==> config.mk <==
export PLATFORM = sky130hd
export DESIGN_NAME = add_scheduler
export DESIGN_NICKNAME = d
export VERILOG_FILES = /design/src/rtl/add_scheduler.sv
export SDC_FILE = /design/constraint.sdc
export NUM_CORES = 1
export LEC_CHECK = 0
export CORE_AREA = 2 2 54 66
export DETAILED_ROUTE_END_ITERATION = 7
export DIE_AREA = 0 0 56 68
export GPL_ROUTABILITY_DRIVEN = 0
export HOLD_SLACK_MARGIN = 0.08
export PLACE_DENSITY = 0.77
export SLEW_MARGIN = 0
export SYNTH_ARGS = -nofsm -noshare
export SYNTH_HDL_FRONTEND = slang
export SYNTH_SLANG_ARGS = --single-unit
==> constraint.sdc <==
create_clock -name clk -period 2.79 [get_ports clk]
set_clock_uncertainty 0.2 [all_clocks]
set_input_delay 0.837 -clock clk [delete_from_list [all_inputs] [get_ports clk]]
set_output_delay 0.837 -clock clk [all_outputs]
set_load 0.02 [all_outputs]
==> src/rtl/add_scheduler.sv <==
// Round-robin burst scheduler that time-shares one accumulator among NREQ requesters.
// Each grant drives add_value for a latched number of cycles; a clear request is slotted between bursts.
module add_scheduler #(
    parameter int NREQ = 4,
    parameter int VW   = 4,
    parameter int LW   = 4
) (
    input  logic                     clk,
    input  logic                     reset,
    input  logic [NREQ-1:0]          req_valid,
    input  logic [NREQ*VW-1:0]       req_value,
    input  logic [NREQ*LW-1:0]       req_len,
    output logic [NREQ-1:0]          req_ready,
    input  logic                     clr_req,
    output logic                     clr_ack,
    output logic [VW-1:0]            add_value,
    output logic                     counter_clear,
    output logic                     busy,
    output logic [$clog2(NREQ)-1:0]  grant_id,
    output logic                     burst_done
);
    localparam int IW = $clog2(NREQ);

    typedef enum logic [1:0] {IDLE, BURST, CLEAR} state_t;

    state_t          state;
    logic [LW-1:0]   remain;
    logic [IW-1:0]   last;
    logic [IW-1:0]   sel;
    logic            any_req;
    logic [LW-1:0]   sel_len;
    logic [LW-1:0]   len_eff;

    // Search starts just after the last winner so every requester is served in turn.
    always_comb begin
        int idx;
        logic [IW-1:0] cand;
        idx     = 0;
        cand    = '0;
        sel     = '0;
        any_req = 1'b0;
        for (int k = 1; k <= NREQ; k++) begin
            idx  = (int'(last) + k) % NREQ;
            cand = IW'(idx);
            if (!any_req && req_valid[cand]) begin
                any_req = 1'b1;
                sel     = cand;
            end
        end
    end

    always_comb begin
        req_ready = '0;
        if (state == IDLE && !clr_req && any_req)
            req_ready[sel] = 1'b1;
    end

    assign sel_len = req_len[int'(sel)*LW +: LW];
    assign len_eff = (sel_len == '0) ? LW'(1) : sel_len;

    always_ff @(posedge clk or negedge reset) begin
        if (!reset) begin
            state         <= IDLE;
            add_value     <= '0;
            counter_clear <= 1'b0;
            clr_ack       <= 1'b0;
            busy          <= 1'b0;
            burst_done    <= 1'b0;
            grant_id      <= '0;
            last          <= IW'(NREQ - 1);
            remain        <= '0;
        end else begin
            counter_clear <= 1'b0;
            clr_ack       <= 1'b0;
            burst_done    <= 1'b0;
            case (state)
                IDLE: begin
                    if (clr_req) begin
                        state         <= CLEAR;
                        counter_clear <= 1'b1;
                        clr_ack       <= 1'b1;
                        busy          <= 1'b1;
                    end else if (any_req) begin
                        add_value  <= req_value[int'(sel)*VW +: VW];
                        remain     <= len_eff;
                        grant_id   <= sel;
                        last       <= sel;
                        busy       <= 1'b1;
                        burst_done <= (len_eff == LW'(1));
                        state      <= BURST;
                    end
                end
                BURST: begin
                    // remain counts the current cycle, so done is raised one edge ahead.
                    if (remain == LW'(1)) begin
                        add_value <= '0;
                        busy      <= 1'b0;
                        state     <= IDLE;
                    end else begin
                        remain     <= remain - LW'(1);
                        burst_done <= (remain == LW'(2));
                    end
                end
                CLEAR: begin
                    busy  <= 1'b0;
                    state <= IDLE;
                end
                default: state <= IDLE;
            endcase
        end
    end
endmodule

### Word level (Yosys, flattened, before mapping)

Cells that the tools add are included.
Widths: inputs -> output; s select.

* register bits after elaboration: 17
* bits of input ports: 39
* logic and storage cells: 93
* output and inout port bits: 14

* muxes and demuxes: 42
* bitwise logic cells: 1
* eq/ne operators: 10
* reductions and logical operators: 19
* $lt $le $gt $ge: 6
* shifts and indexed selects: 2
* add/sub/neg operators: 5

Operators with widths (count)
* $mux 4: 8
* $shiftx 16x5->4: 2
* $mux 1: 17
* $pmux 4 s2: 2
* $lt 2x3->1 const B: 5
* $mux 2: 7
* $bmux 1 s2: 4
* $eq 4x1->1 const B: 2
* $ne 2x2->1 const B: 4
* $reduce_and 4->1: 2
* $logic_and 1x1->1: 6
* $reduce_and 3->1: 2
* $add 2x1->2 const B: 2
* $add 2x2->2 const B: 2
* $eq 4x2->1 const B: 1
* $logic_not 1->1: 4
* $logic_not 4->1: 1
* $pmux 2 s2: 1
* $sub 4x1->4 const B: 1
* $ne 3x3->1 const B: 1
* $pmux 1 s3: 1
* $reduce_bool 3->1: 1
* $demux 1 s2: 1
* $eq 2x1->1 const B: 1
* 7 further kinds: 7

### Depth between registers and ports, before layout

Gate-level depths: netlist of run 1.

* depth in word-level cells: 20
* depth in mapped cells: 8
* mapped depth without buffers: 8

### Least setup slack after synthesis of run 1

No wires, ideal clock.

* kind: input to output
* start: input clr_req
* end: output req_ready[0]
* path buffers: 1
* setup slack: -0.862 ns
* cell stages on the path: 4
* arrival: 2.615 ns
* required time: 1.753 ns
* path through: nand2b_1 > or2_1 > clkbuf_1 > a2111oi_0

* cells in the longest elaborated chain, start to end: 4

Ends and longest elaborated chain
* start, declared: RTL line 14 `input logic clr_req,`
* $logic_not 1->1: RTL line 54 `if (state == IDLE && !clr_req && any_req)`
* $logic_and 1x1->1 (2 in series): RTL line 54
* $mux 4: RTL line 54
* end, declared: RTL line 13 `output logic [NREQ-1:0] req_ready,`

No other way between the ends.

### Worst setup path in the final report of run 1

* start: input req_valid[3]
* end: output req_ready[2]

* cells in the longest elaborated chain, start to end: 17
* elaborated cells between the ends (all ways): 29
* those cells by class: 2 x order compare; 19 x mux; 8 x reduce/logical

Ends and longest elaborated chain
* start, declared: RTL line 10 `input logic [NREQ-1:0] req_valid,`
* $bmux 1 s2: RTL line 45 `if (!any_req && req_valid[cand]) begin`
* $mux 1 (implied by the code): RTL line 45
* $mux 1: RTL line 45
* $logic_not 1->1: RTL line 45
* $logic_and 1x1->1: RTL line 45
* $mux 1: RTL line 45
* $logic_not 1->1: RTL line 45
* $logic_and 1x1->1: RTL line 45
* $mux 1: RTL line 45
* $logic_not 1->1: RTL line 45
* $logic_and 1x1->1: RTL line 45
* $mux 2: RTL line 45
* $lt 2x3->1 (implied by the code) / $ge 2x1->1 (equally long branches): RTL line 55 `req_ready[sel] = 1'b1;`
* $logic_and 1x1->1 (implied by the code): RTL line 55
* $mux 1 (implied by the code): RTL line 55
* $demux 1 s2: RTL line 55
* $mux 4 (*): RTL line 54

Every way passes the cells marked *; elsewhere a longest branch is shown, timed or not. The select of a mux whose other input is x is not followed.

==> flow_metrics.py, run 1 <==
metrics = {
    "synth": {
        "synth-seq-area-share_pct": 33.0,
        "async_flop_share_pct": 100,
        "synthCells": 148,
        "netlist_area_um2": 1300,
        "synth_area_leader_cell": "dfrtp_1",
        "yosysWarnings": 0,
        "synth.top_cells.by_count": "dfrtp_1 (15), a21oi_1 (11), inv_1 (11), mux2i_1 (11), nand2_1 (10)",
        "synth_fp_nets": 193,
        "yosysUniqueCellTypes": 38,
        "synth_top_area_share_pct": 29.0,
        "ys.flop_type": "dfrtp_1",
        "synth_edf_count": 0,
        "syn_avg_cell_area_um2": 8.76,
        "synth-seq-cells": 17,
        "synthTopCellsByArea": "dfrtp_1 (29%), mux2i_1 (8.5%), ha_1 (5.8%), a21oi_1 (4.2%), dfstp_2 (4.1%)",
        "yosysMostFrequentCell": "dfrtp_1",
    },
    "grt": {
        "track_usage_pct": 22.7,
        "antenna_found_initial": 0,
        "first_global_vias": 1592,
        "grt_max_degree": 18,
        "gr-total-overflow": 0,
        "grt_pass1_wl_um": 6870,
    },
    "min_path": {
        "whs_endpoint": "grant_id[0]",
        "worstHoldPathType": "flop to flop",
        "worstHoldStart": "grant_id[0]",
        "min_path_cells": 1,
    },
    "clocking": {
        "cts_tree": "done",
        "worstSkewPairLatency_ns": 0.25,
        "numCtsBuffers": 3,
        "cts_buffer_depth": 2,
        "cts.clk_slew.worst_paths_ns": 0.07,
        "cts_hold_buf": 0,
        "htreeDepth": 1,
        "root_buffer": "clkbuf_8",
        "clock-sinks": 17,
    },
    "floorplanning": {
        "die_y_um": 68,
        "fp.dieArea_um2": 3810,
        "io_pins": 53,
        "die_w_um": 56,
        "fp.coreArea_um2": 3220,
        "initial_core_util_pct": 40.2,
        "rows": 23,
    },
    "timing": {
        "slew_viol_final": 0,
        "min_period_ns": 2.87,
        "holdWs_ns": 0.287,
        "fin_crit_sh_pct": 103,
        "grt_setup_unrepaired": "true",
        "fin_ws_ns": -0.0843,
        "maxSlewHeadroom_pct": 71.4,
        "hold_violations": 0,
        "max_freq_mhz": 348,
        "fin_tns_setup_ns": -0.177,
        "worst_pin_slew_ns": 0.417,
        "finalSetupViolations": 3,
    },
    "critical_path": {
        "cp-start-kind": "input pin",
        "worst_setup_path_end_kind": "primary output",
        "worstPathMaxFanout": 5,
        "r2r_slack_ns": 0.31,
        "reg2reg_from": "last[0]",
        "critPathKind": "input pin to primary output",
        "ff2ff_path_depth": 8,
        "arrival_ns": 1.84,
        "required_ns": 1.75,
        "r2r_end": "burst_done",
    },
    "drt": {
        "num_vias": 1529,
        "drtAntennaViolNets": 0,
        "firstDrtPassIters": 5,
        "avgRoutedWirePerCell_um": 15.8,
        "avgViaCountPerCell": 5.71,
        "wirelength_um": 4240,
        "drc": 0,
        "drt_iter0_markers": 82,
    },
    "finish": {
        "num_antenna_cells": 0,
        "final_core_util_pct": 70.1,
        "nNetsFinal": 277,
        "post-route-cell-area_um2": 2260,
        "area_growth_pct": 74.3,
        "drive_above_1_share_pct": 30.3,
    },
    "pwr": {
        "finalPower_mw": 2.13,
        "power.leakage_nw": 1.05,
        "powerDensity_nw_per_um2": 944,
        "ir_drop_v": 0.000756,
    },
    "outcome": {
        "outcome": "complete, but fails checks",
        "violations": "setup timing",
    },
    "placement": {
        "post_dp_cell_area_um2": 2110,
        "portBuffers": 52,
        "dp_hpwl_um": 3310,
    },
    "job": {
        "cap_violations": 0,
    },
}
through the flow:
| stage | std cells | worst slack (ns) |
|---|---|---|
| final | 268 | -0.0843 |
| after global routing | 268 | -0.113 |
| after CTS | 269 | -0.0661 |
| after detailed placement | 261 | -1.07 |
| after global placement | 261 | -1.01 |
| after floorplan | 148 | -0.00993 |
cells in the final DEF (no fill, tap or decap), drive strengths merged:
| cell type | instances |
|---|---|
| and4b | 2 |
| ha | 6 |
| clkbuf | 3 |
| o31ai | 3 |
| mux2i | 11 |
| buf | 41 |
| a221o | 1 |
| nor4 | 1 |
| a211oi | 4 |
| a21bo | 1 |
| o21ai | 10 |
| a21oi | 11 |
| a2111oi | 1 |
| nor2 | 7 |
| clkinv | 1 |
| o22ai | 2 |
| mux2 | 4 |
| dfstp | 2 |
| nand2b | 7 |
| nor3b | 1 |
| inv | 11 |
| a31oi | 6 |
| nand2 | 10 |
| o31a | 1 |
| clkdlybuf4s50 | 43 |
| a211o | 2 |
| a21o | 5 |
| dfrtp | 15 |
| nor3 | 4 |
| and3 | 6 |
| o211ai | 1 |
| or4b | 1 |
| o2bb2ai | 1 |
| or2 | 1 |
| and2 | 2 |
| o21a | 2 |
| nand4 | 1 |
layer usage:
metal  global-route usage [%]  up-vias  share of wire, %  wire length [µm]
met5                        0        -                 0                 0
met4                     7.14        0               1.7                71
met3                     3.97        8               5.6               237
met2                     44.7       69                55              2330
met1                     24.7      740                38              1600
li1                         -      712                 -                 -
where the power goes:
| group | switching [mW] | leakage (nW) | total [mW] | internal [mW] |
|---|---|---|---|---|
| registers | 0.0992 | 0.205 | 0.478 | 0.378 |
| logic | 0.721 | 0.822 | 1.47 | 0.748 |
| clock network | 0.0871 | 0.0255 | 0.186 | 0.0992 |
| total | 0.908 | 1.05 | 2.13 | 1.23 |
worst max path at each step:
stage	from	slack, ns	cells after the start	endpoint
global placement	req_valid[2]	-1.01	6	req_ready[2]
global route	req_valid[3]	-0.11	7	req_ready[2]
CTS	clr_req	-0.07	5	req_ready[0]
floorplan	clr_req	-0.01	4	req_ready[0]
finish	req_valid[3]	-0.08	7	req_ready[2]
detailed placement	req_valid[3]	-1.07	6	req_ready[2]
final cells by class:
| class | count | area, µm² |
|---|---|---|
| flip-flops and latches | 17 | 428 |
| repair buffers | 84 | 776 |
| multi-input cells | 115 | 922 |
| clock buffers | 3 | 41.3 |
| inverters | 11 | 41.3 |
| well taps | 37 | 46.3 |
| clock inverters | 1 | 5.00 |
| fillers | 229 | 963 |
timing repair:
item,4_1_cts,5_1_grt
endpoints found under the setup margin,13,6
setup buffers,5,0
gates resized for setup,64,2
endpoints found under the hold margin,0,0
pin swaps,8,1
cell families (layout without fill, tap and decap cells):
family          Yosys count  in the layout  synth area share (%)
simple gates             43             43                  18.1
buf+inv                  16             99                  5.60
mux                      15             15                  12.0
flops                    17             17                  33.0
fa+ha+maj                 6              6                  5.79
compound gates           51             51                  25.6
worst max-delay path, stage by stage:
cell      delay (ns)
buf_8           0.11
buf_6           0.12
nand2b_4        0.05
a21o_1          0.16
and3_4          0.26
and3_4          0.19
buf_6           0.11
sequential cells by signal (all words and copies together) (netlist names):
| register | count |
|---|---|
| last | 2 |
| remain | 4 |
| grant_id | 2 |
| add_value | 4 |
| counter_clear | 1 |
| busy | 1 |
| state | 2 |
| burst_done | 1 |
Note: power is estimated with default switching activity, not from simulation.
==> inputs of run 2 (changes only) <==
ABC_CLOCK_PERIOD_IN_PS = 2790   (was default)
SETUP_SLACK_MARGIN = 0.15   (was default)
==> run 2 against run 1 <==
Compared with the run above: the run still ends with setup timing left; final area up 13%; register-to-register slack worse by 0.11 ns; utilization up 8.9 points; sequential share of layout area down 2.1 points; wire length up 37%; non-clock buffer count up 15.
==> flow_metrics.py, run 2 (same netlist as run 1, synthesis figures left out) <==
metrics = {
    "placement": {
        "portBuffers": 52,
        "dp_hpwl_um": 3450,
        "post_dp_cell_area_um2": 2150,
        "dp_slack_ns": -1.04,
    },
    "timing": {
        "min_period_ns": 2.94,
        "maxSlewHeadroom_pct": 69.0,
        "slew_viol_final": 0,
        "fin_tns_setup_ns": -0.497,
        "worst_pin_slew_ns": 0.465,
        "hold_violations": 0,
        "holdWs_ns": 0.312,
        "grt_setup_unrepaired": "true",
        "fin_crit_sh_pct": 105,
        "fin_ws_ns": -0.146,
        "max_freq_mhz": 341,
        "finalSetupViolations": 4,
    },
    "clocking": {
        "cts_buffer_depth": 2,
        "worstSkewPairLatency_ns": 0.25,
        "cts_tree": "done",
        "htreeDepth": 1,
        "cts.clk_slew.worst_paths_ns": 0.07,
        "numCtsBuffers": 3,
        "root_buffer": "clkbuf_8",
        "cts_hold_buf": 0,
        "clock-sinks": 17,
    },
    "finish": {
        "nNetsFinal": 292,
        "area_growth_pct": 96.5,
        "drive_above_1_share_pct": 39.0,
        "layout_common_cells": "clkdlybuf4s50_1 (43), buf_4 (38), dfrtp_1 (15)",
        "num_antenna_cells": 0,
        "post-route-cell-area_um2": 2550,
        "mostFrequentLayoutCell": "clkdlybuf4s50_1",
        "final_core_util_pct": 79.0,
        "reg_top3": "add_value x4, remain x4",
    },
    "critical_path": {
        "cp_cell_sequence": "buf_8 -> buf_4 -> o21a_1 -> a21o_1 -> nor3_4 -> buf_6",
        "required_ns": 1.75,
        "path_buf_inv": 3,
        "cp-start-kind": "input pin",
        "arrival_ns": 1.90,
        "crit_slowest_cell": "nor3_4",
        "worst_setup_path_end_kind": "primary output",
        "cp_slowest_stage_delay_ns": 0.24,
        "critPathKind": "input pin to primary output",
        "worstPathMaxFanout": 3,
        "cp_top_family": "compound AO/OA/AOI/OAI gates",
    },
    "grt": {
        "first_global_vias": 1613,
        "gr-total-overflow": 0,
        "grt_max_degree": 17,
        "track_usage_pct": 24.4,
        "grt_pass1_wl_um": 7200,
        "antenna_found_initial": 0,
    },
    "pwr": {
        "power.leakage_nw": 1.17,
        "powerDensity_nw_per_um2": 1000,
        "ir_drop_v": 0.000791,
    },
    "floorplanning": {
        "fp.dieArea_um2": 3810,
        "initial_core_util_pct": 40.2,
        "fp.coreArea_um2": 3220,
        "die_w_um": 56,
        "rows": 23,
        "io_pins": 53,
        "die_y_um": 68,
    },
    "drt": {
        "drtAntennaViolNets": 0,
        "drt_iter0_markers": 114,
        "avgViaCountPerCell": 6.11,
        "num_vias": 1729,
        "wirelength_um": 5810,
        "avgRoutedWirePerCell_um": 20.5,
        "drc": 0,
        "firstDrtPassIters": 4,
    },
    "job": {
        "cap_violations": 0,
    },
    "outcome": {
        "outcome": "complete, but fails checks",
        "violations": "setup timing",
    },
    "min_path": {
        "worstHoldPathType": "flop to flop",
    },
}
==> run 2: area by class of cell <==
type                    instances  area (µm²)
multi-input cells             115        1030
flip-flops and latches         17         428
well taps                      37        46.3
inverters                      11        41.3
repair buffers                 99         960
clock buffers                   4        45.0
fillers                       180         676
==> run 2: worst register-to-register path: stages (launching register included) <==
cell and delay (ns):
dfstp_2 0.56, nand2b_1 0.17, a21o_1 0.18, and3_4 0.25, buf_6 0.11, buf_6 0.09, buf_12 0.13, mux2i_2 0.23
mux2i_2 0.14, a221o_1 0.40
==> run 2: layer usage <==
| layer | GRT usage, % | vias to the layer above | part of all wire [%] |
|---|---|---|---|
| li1 | - | 738 | - |
| met1 | 24.5 | 839 | 33 |
| met2 | 48.8 | 109 | 53 |
| met3 | 4.73 | 43 | 6.4 |
| met4 | 10.7 | 0 | 7.9 |
| met5 | 0 | - | 0 |
==> run 2: through the flow <==
step                power (mW)  cells
floorplan                 1.33    148
global placement          1.82    263
detailed placement        1.89    263
CTS                       2.25    275
global route              2.68    283
finish                    2.55    283
==> run 2: path summary, 6_finish.rpt <==
path,startpoint,to,slack [ns],cells after the start
max in group asynchronous,reset,last[1],1.13,2
hold / removal,grant_id[0],grant_id[0],0.31,1
hold reg to reg,grant_id[0],grant_id[0],0.31,1
setup / recovery,req_valid[0],req_ready[3],-0.15,6
setup reg to reg,last[0],remain[2],0.20,9
min in group asynchronous,reset,state[1],0.68,1
==> run 2: power breakdown <==
group / leakage, nW / internal [mW] / switching [mW] / total, mW
logic: 0.938 / 0.964 / 0.912 / 1.88
registers: 0.205 / 0.379 / 0.108 / 0.487
clock network: 0.0228 / 0.101 / 0.0872 / 0.189
==> run 2: timing repair <==
action,CTS,global route
setup endpoints to repair,13,8
gates resized for setup,72,21
setup buffers,8,8
pin swaps,7,17
